--- src/rtl/wb_slave_mux.sv ---
`default_nettype none
// +--------------------------------------------------------------------------+
// | Module  : wb_slave_mux                                                   |
// | Purpose : Wishbone pipelined interconnect, one master to NUM_SLAVES      |
// |           slaves. The slave is chosen by the address field               |
// |           m_addr_i[SEL_MSB:SEL_LSB]. The block tracks outstanding        |
// |           requests and only switches slaves once all of them are         |
// |           answered. An internal error slave answers decode misses, and   |
// |           a watchdog forces an error ack when a response never arrives.  |
// | Ports   : clk_i/rst_i          clock, asynchronous active-high reset     |
// |           m_*                  master-side Wishbone pipelined port       |
// |           s_addr/data/sel/we_o broadcast to every slave                  |
// |           s_stb_o              one-hot per-slave strobe                   |
// |           s_data/ack/stall_i   per-slave returns, slave k at bit/lane k  |
// |           timeout_o            sticky watchdog flag                       |
// |           timeout_clr_i        clears timeout_o                           |
// | Revision: 1.0 - initial release                                          |
// +--------------------------------------------------------------------------+
module wb_slave_mux #(
    parameter int          NUM_SLAVES      = 4,
    parameter int          SEL_MSB         = 31,
    parameter int          SEL_LSB         = 30,
    parameter int          MAX_OUTSTANDING = 4,
    parameter int          TIMEOUT_CYCLES  = 1024,
    parameter logic [31:0] ERR_DATA        = 32'hBADADD00
) (
    input  logic                     clk_i,
    input  logic                     rst_i,
    input  logic [31:0]              m_addr_i,
    input  logic [31:0]              m_data_i,
    input  logic [3:0]               m_sel_i,
    input  logic                     m_we_i,
    input  logic                     m_stb_i,
    input  logic                     m_cyc_i,
    output logic [31:0]              m_data_o,
    output logic                     m_ack_o,
    output logic                     m_err_o,
    output logic                     m_stall_o,
    output logic [31:0]              s_addr_o,
    output logic [31:0]              s_data_o,
    output logic [3:0]               s_sel_o,
    output logic                     s_we_o,
    output logic [NUM_SLAVES-1:0]    s_stb_o,
    input  logic [32*NUM_SLAVES-1:0] s_data_i,
    input  logic [NUM_SLAVES-1:0]    s_ack_i,
    input  logic [NUM_SLAVES-1:0]    s_stall_i,
    output logic                     timeout_o,
    input  logic                     timeout_clr_i
);

    localparam int c_IDX_W = SEL_MSB - SEL_LSB + 1;
    // Slave-index width must also hold NUM_SLAVES, the error slave.
    localparam int c_SEL_W = $clog2(NUM_SLAVES + 1);
    localparam int c_CNT_W = $clog2(MAX_OUTSTANDING + 1);
    localparam int c_TMR_W = (TIMEOUT_CYCLES > 0) ? $clog2(TIMEOUT_CYCLES + 1) : 1;
    localparam logic [c_SEL_W-1:0] c_ERR_SLV = c_SEL_W'(NUM_SLAVES);
    localparam logic [c_CNT_W-1:0] c_MAX_CNT = c_CNT_W'(MAX_OUTSTANDING);

    logic [c_SEL_W-1:0] r_sel;
    logic [c_CNT_W-1:0] r_cnt;
    logic [c_TMR_W-1:0] r_tmr;
    logic               r_timeout;

    logic [c_IDX_W-1:0] w_idx;
    logic               w_hit;
    logic [c_SEL_W-1:0] w_tgt;
    logic               w_busy;
    logic               w_block;
    logic               w_req;
    logic               w_stall;
    logic               w_accept;
    logic               w_force;
    logic               w_tgt_stall;
    logic               w_sel_ack;
    logic [31:0]        w_sel_data;

    // Broadcast buses pass straight through, even during reset.
    assign s_addr_o  = m_addr_i;
    assign s_data_o  = m_data_i;
    assign s_sel_o   = m_sel_i;
    assign s_we_o    = m_we_i;
    assign timeout_o = r_timeout;

    // Decode; every out-of-range index collapses onto the error slave.
    assign w_idx  = m_addr_i[SEL_MSB:SEL_LSB];
    assign w_hit  = (32'(w_idx) < 32'(NUM_SLAVES));
    assign w_tgt  = w_hit ? c_SEL_W'(w_idx) : c_ERR_SLV;
    assign w_busy = (r_cnt != '0);

    // Hold a new request while responses from a different slave are still
    // pending, so responses can never be reordered across slaves.
    assign w_block = (w_busy && (w_tgt != r_sel)) || (r_cnt == c_MAX_CNT);

    // Qualifying with rst_i keeps stall/strobe low during reset regardless of
    // what the master and slaves drive.
    assign w_req     = m_cyc_i & m_stb_i & ~rst_i;
    assign w_stall   = w_req & (w_block | (w_hit & w_tgt_stall));
    assign m_stall_o = w_stall;
    assign w_accept  = w_req & ~w_stall;

    always_comb begin
        w_tgt_stall = 1'b0;
        w_sel_ack   = 1'b0;
        w_sel_data  = '0;
        s_stb_o     = '0;
        for (int k = 0; k < NUM_SLAVES; k++) begin
            if (w_tgt == c_SEL_W'(k)) begin
                w_tgt_stall = s_stall_i[k];
                s_stb_o[k]  = w_req & ~w_block & w_hit;
            end
            if (r_sel == c_SEL_W'(k)) begin
                w_sel_ack  = s_ack_i[k];
                w_sel_data = s_data_i[32*k +: 32];
            end
        end
    end

    generate
        if (TIMEOUT_CYCLES > 0) begin : g_wdog
            assign w_force = w_busy && (r_tmr == c_TMR_W'(TIMEOUT_CYCLES));
        end else begin : g_no_wdog
            assign w_force = 1'b0;
        end
    endgenerate

    // Response path: pure function of registered state and slave returns.
    // A forced timeout ack takes precedence over (and absorbs) a late real ack.
    always_comb begin
        m_ack_o  = 1'b0;
        m_err_o  = 1'b0;
        m_data_o = '0;
        if (w_force) begin
            m_ack_o  = 1'b1;
            m_err_o  = 1'b1;
            m_data_o = ERR_DATA;
        end else if (w_busy) begin
            if (r_sel == c_ERR_SLV) begin
                m_ack_o  = 1'b1;
                m_err_o  = 1'b1;
                m_data_o = ERR_DATA;
            end else begin
                m_ack_o  = w_sel_ack;
                m_data_o = w_sel_data;
            end
        end
    end

    always_ff @(posedge clk_i or posedge rst_i) begin
        if (rst_i) begin
            r_sel     <= '0;
            r_cnt     <= '0;
            r_tmr     <= '0;
            r_timeout <= 1'b0;
        end else begin
            if (w_accept) begin
                r_sel <= w_tgt;
            end
            if (w_busy && !m_cyc_i) begin
                // Master abandoned the cycle: forget everything outstanding.
                r_cnt <= '0;
                r_tmr <= '0;
            end else begin
                r_cnt <= r_cnt + c_CNT_W'(w_accept) - c_CNT_W'(m_ack_o);
                if (!w_busy || m_ack_o) begin
                    r_tmr <= '0;
                end else begin
                    r_tmr <= r_tmr + c_TMR_W'(1);
                end
            end
            if (w_force) begin
                r_timeout <= 1'b1;
            end else if (timeout_clr_i) begin
                r_timeout <= 1'b0;
            end
        end
    end

endmodule
`default_nettype wire

--- config.mk ---
export PLATFORM = sky130hd
export DESIGN_NAME = wb_slave_mux
export DESIGN_NICKNAME = d
export VERILOG_FILES = /design/src/rtl/wb_slave_mux.sv
export SDC_FILE = /design/constraint.sdc
export NUM_CORES = 1
export LEC_CHECK = 0
export ABC_AREA = 0
export BUFFER_PORTS_ARGS = -buffer_cell sky130_fd_sc_hd__buf_2
export CORE_AREA = 2 2 123 125
export CTS_BUF_LIST = sky130_fd_sc_hd__clkbuf_4
export DETAILED_ROUTE_END_ITERATION = 10
export DIE_AREA = 0 0 125 127
export PLACE_DENSITY = 0.61
export RECOVER_POWER = 50
export SLEW_MARGIN = 10
export SYNTH_ARGS = -nofsm -noshare
export SYNTH_HDL_FRONTEND = slang
export SYNTH_SLANG_ARGS = --single-unit
--- constraint.sdc ---
create_clock -name clk_i -period 3.2 [get_ports clk_i]
set_clock_uncertainty 0.15 [all_clocks]
set_input_delay 0.16 -clock clk_i [delete_from_list [all_inputs] [get_ports clk_i]]
set_output_delay 0.16 -clock clk_i [all_outputs]
set_load 0.1 [all_outputs]
==> reports/results.tsv <==
stage	metric	value	unit
outcome	status	complete, no violations	
floorplan	die area	0.0159	mm2
sta	Final Setup Violations	0	
sta	crit path time final	2.87	ns
synthesis	Mapped Cells	262	
drt	Routed Antenna Nets	0	
place	final weighted congestion in routability-driven placement	0.785	
place	Placement Cell Area	0.00316	mm2
setup_path	CP endpoint	r_cnt[2]	
clocking	Inserted Clock Buffers	3	
drt	wire per inst	16.9	um
final_layout	number of diodes	0	
synthesis	Yosys reg bits	17	
grt	Total GRT Usage	11.2	%
setup_path	WP data required	3.27	ns
clocking	Skew-Pair Late Insertion Delay	0.29	ns
run	Max Cap Viol	0	
setup_path	crit start category	flop	
drt	DR vias/cell	4.22	
place	worst slack at placement	0.353	ns
final_layout	Layout area overhead	27.6	%
clocking	CTS tree	yes	
sta	unrepaired setup endpoints after global routing	false	
synthesis	Syn Area/Cell	9.62	um2
pwr	Leak	1.61	nW
place	port bufs	184	
drt	DR vias	2361	
clocking	clk sinks	17	
floorplan	CORE AREA	0.0144	mm2
clocking	Worst-path clk slew	0.10	ns
clocking	H-tree depth	1	
synthesis	Mapped Area	0.00252	mm2
hold_path	hold path depth	2	
final_layout	fin area	0.00322	mm2
sta	max-slew violations	0	
sta	max frequency	349	MHz
clocking	clk buf depth	2	
pwr	pwr/cell area	1310	mW/mm2
synthesis	Synthesis Warnings	0	
synthesis	Area contributors post-synth	mux4_2 (30%), buf_4 (21%), dfrtp_1 (17%), nand2_1 (5.7%), nor2b_1 (4.0%)	
sta	WHS	0.0994	ns
grt	largest net degree at the start of global routing	34	
final_layout	fin util	22.3	%
setup_path	Critical Path AT	2.94	ns
sta	Worst Tran Pin Value	0.951	ns
synthesis	Post-synth EDFFs	0	
setup_path	CP Capture Type	flop	
floorplan	Die Y	127	um
clocking	Post CTS Setup Buffer Count	0	
final_layout	share of layout cells above drive strength 1	62.8	%
floorplan	Chip Width	125	um
synthesis	sequential area share after synthesis	16.9	%
grt	initial antenna violation count	0	
sta	fin crit share	89.7	%
grt	grt ovf	0	
floorplan	# rows	44	
synthesis	Netlist cell types	31	
floorplan	io pins	319	
synthesis	top cell type's share of synthesized area	30.4	%
setup_path	Critical R2R Capture	r_cnt[2]	
setup_path	Reg2Reg Depth	12	
drt	Initial DRT Pass Iterations	5	
sta	final hold viol count	0	
pwr	VDD IR max	1180	uV
grt	vias in the first global route	2315	
setup_path	crit-path max FO	4	
place	DP Wirelength	8.36	mm
setup_path	Crit Path Class	reg2reg	
drt	final wirelength	9.46	mm
synthesis	Primary FF master, synth	dfrtp_1	
synthesis	Synth area leader	mux4_2	
setup_path	Reg2Reg Setup Slack	0.33	ns
final_layout	final net count	592	
hold_path	HP Class	in2reg	
pwr	Power Total	4.22	mW
setup_path	Setup crit start	r_cnt[0]	
grt	first-pass GRT wire length	13.5	mm
floorplan	Starting Density	17.5	%
sta	setup ws final	0.331	ns
synthesis	net count after synthesis	477	
sta	Slew headroom	36.6	%
drt	DRC viols	0	
clocking	root buf cell	clkbuf_4	
setup_path	r2r startpoint	r_cnt[0]	
synthesis	Async SR Flop Fraction	100	%
drt	Detailed Route Iter0 Violations	83	
where the power goes:
group	switching, mW	internal, mW	total [mW]
clock	0.0673	0.0570	0.124
sequential	0.0344	0.255	0.290
combinational	2.88	0.929	3.81
worst max-delay path, cell delays in order, from the launching register on:
cell and delay [ns]:
dfrtp_1 0.41, or3_1 0.44, o31a_1 0.16, nor3_2 0.22, inv_1 0.08, ha_1 0.27, inv_1 0.04, ha_1 0.18
fa_1 0.39, xnor2_1 0.18, xnor2_1 0.14, nand2_1 0.07, o21ai_0 0.07
cell usage after synthesis, drive strengths merged (3+ instances only):
cell / n
nand2: 38
inv: 10
nand4: 4
clkbuf: 8
nor3: 5
ha: 4
nand3: 3
xnor2: 6
mux4: 34
dfrtp: 17
xor2: 7
nor2: 16
nor2b: 16
buf: 75
per-stage QoR:
stage / TNS [ns] / std cells
floorplan: -1.83 / 262
global placement: 0 / 553
detailed placement: 0 / 553
CTS: 0 / 560
global route: 0 / 560
finish: 0 / 560
cell families (layout without fill, tap and decap cells):
family | Yosys count | after routing | synth area share (%)
AOI/OAI and AO/OA | 6 | 6 | 1.69
xor gates and xnor gates | 13 | 13 | 4.52
adders and majority gates | 5 | 5 | 2.78
buffers and inverters | 93 | 207 | 24.9
DFF | 17 | 17 | 16.9
muxes | 36 | 36 | 31.3
and+or+nand+nor | 92 | 92 | 18.0
layer usage:
layer,vias up,global-route usage [%],wire length [um]
met5,-,0,0
met4,0,3.07,208
li1,1072,-,-
met1,1092,14.2,3850
met3,29,3.10,894
met2,168,18.7,4510
layout make-up:
cell class,instances,area (um2)
Clock buffer,4,30.0
Fill cell,1634,11200
Inverter,10,37.5
Multi-Input combinational cell,152,1470
Sequential cell,17,428
Tap cell,184,230
Timing Repair Buffer,193,1020
worst min path at each step:
stage,from,slack (ns),to
after floorplan,rst_i,-0.06,r_cnt[0]
after global placement,rst_i,0.16,timeout_o
after detailed placement,rst_i,0.15,timeout_o
after CTS,m_addr_i[31],0.1,r_sel[1]
after global routing,m_addr_i[31],0.11,r_sel[1]
final,m_addr_i[31],0.1,r_sel[1]
layout by cell type (no fill, tap or decap), types with 2 or more instances in the layout:
cell and instances:
clkbuf_4 4, inv_1 10, buf_12 2, xor2_1 7
buf_4 5, dlygate4sd3_1 3, nand2_1 37, nor2_1 16
o21ai_0 2, ha_1 4, mux2_2 2, nand4_1 4
dfrtp_2 2, dfrtp_1 15, nor3b_1 2, buf_2 182
nor2b_1 16, nor3_1 4, xnor2_1 6, o21a_1 2
mux4_2 34, nor4b_1 2, nand3_1 3
repair_timing:
| action | 4_1_cts | 5_1_grt |
|---|---|---|
| hold buffers | 3 | 0 |
| hold endpoints to repair | 19 | 0 |
| gates resized for setup | 0 | 0 |
registers in the layout, indices dropped and copies added (netlist names):
name,count
r_cnt,3
r_sel,2
r_tmr,11
timeout_o,1
No activity file was read; power rests on OpenSTA's default activity.
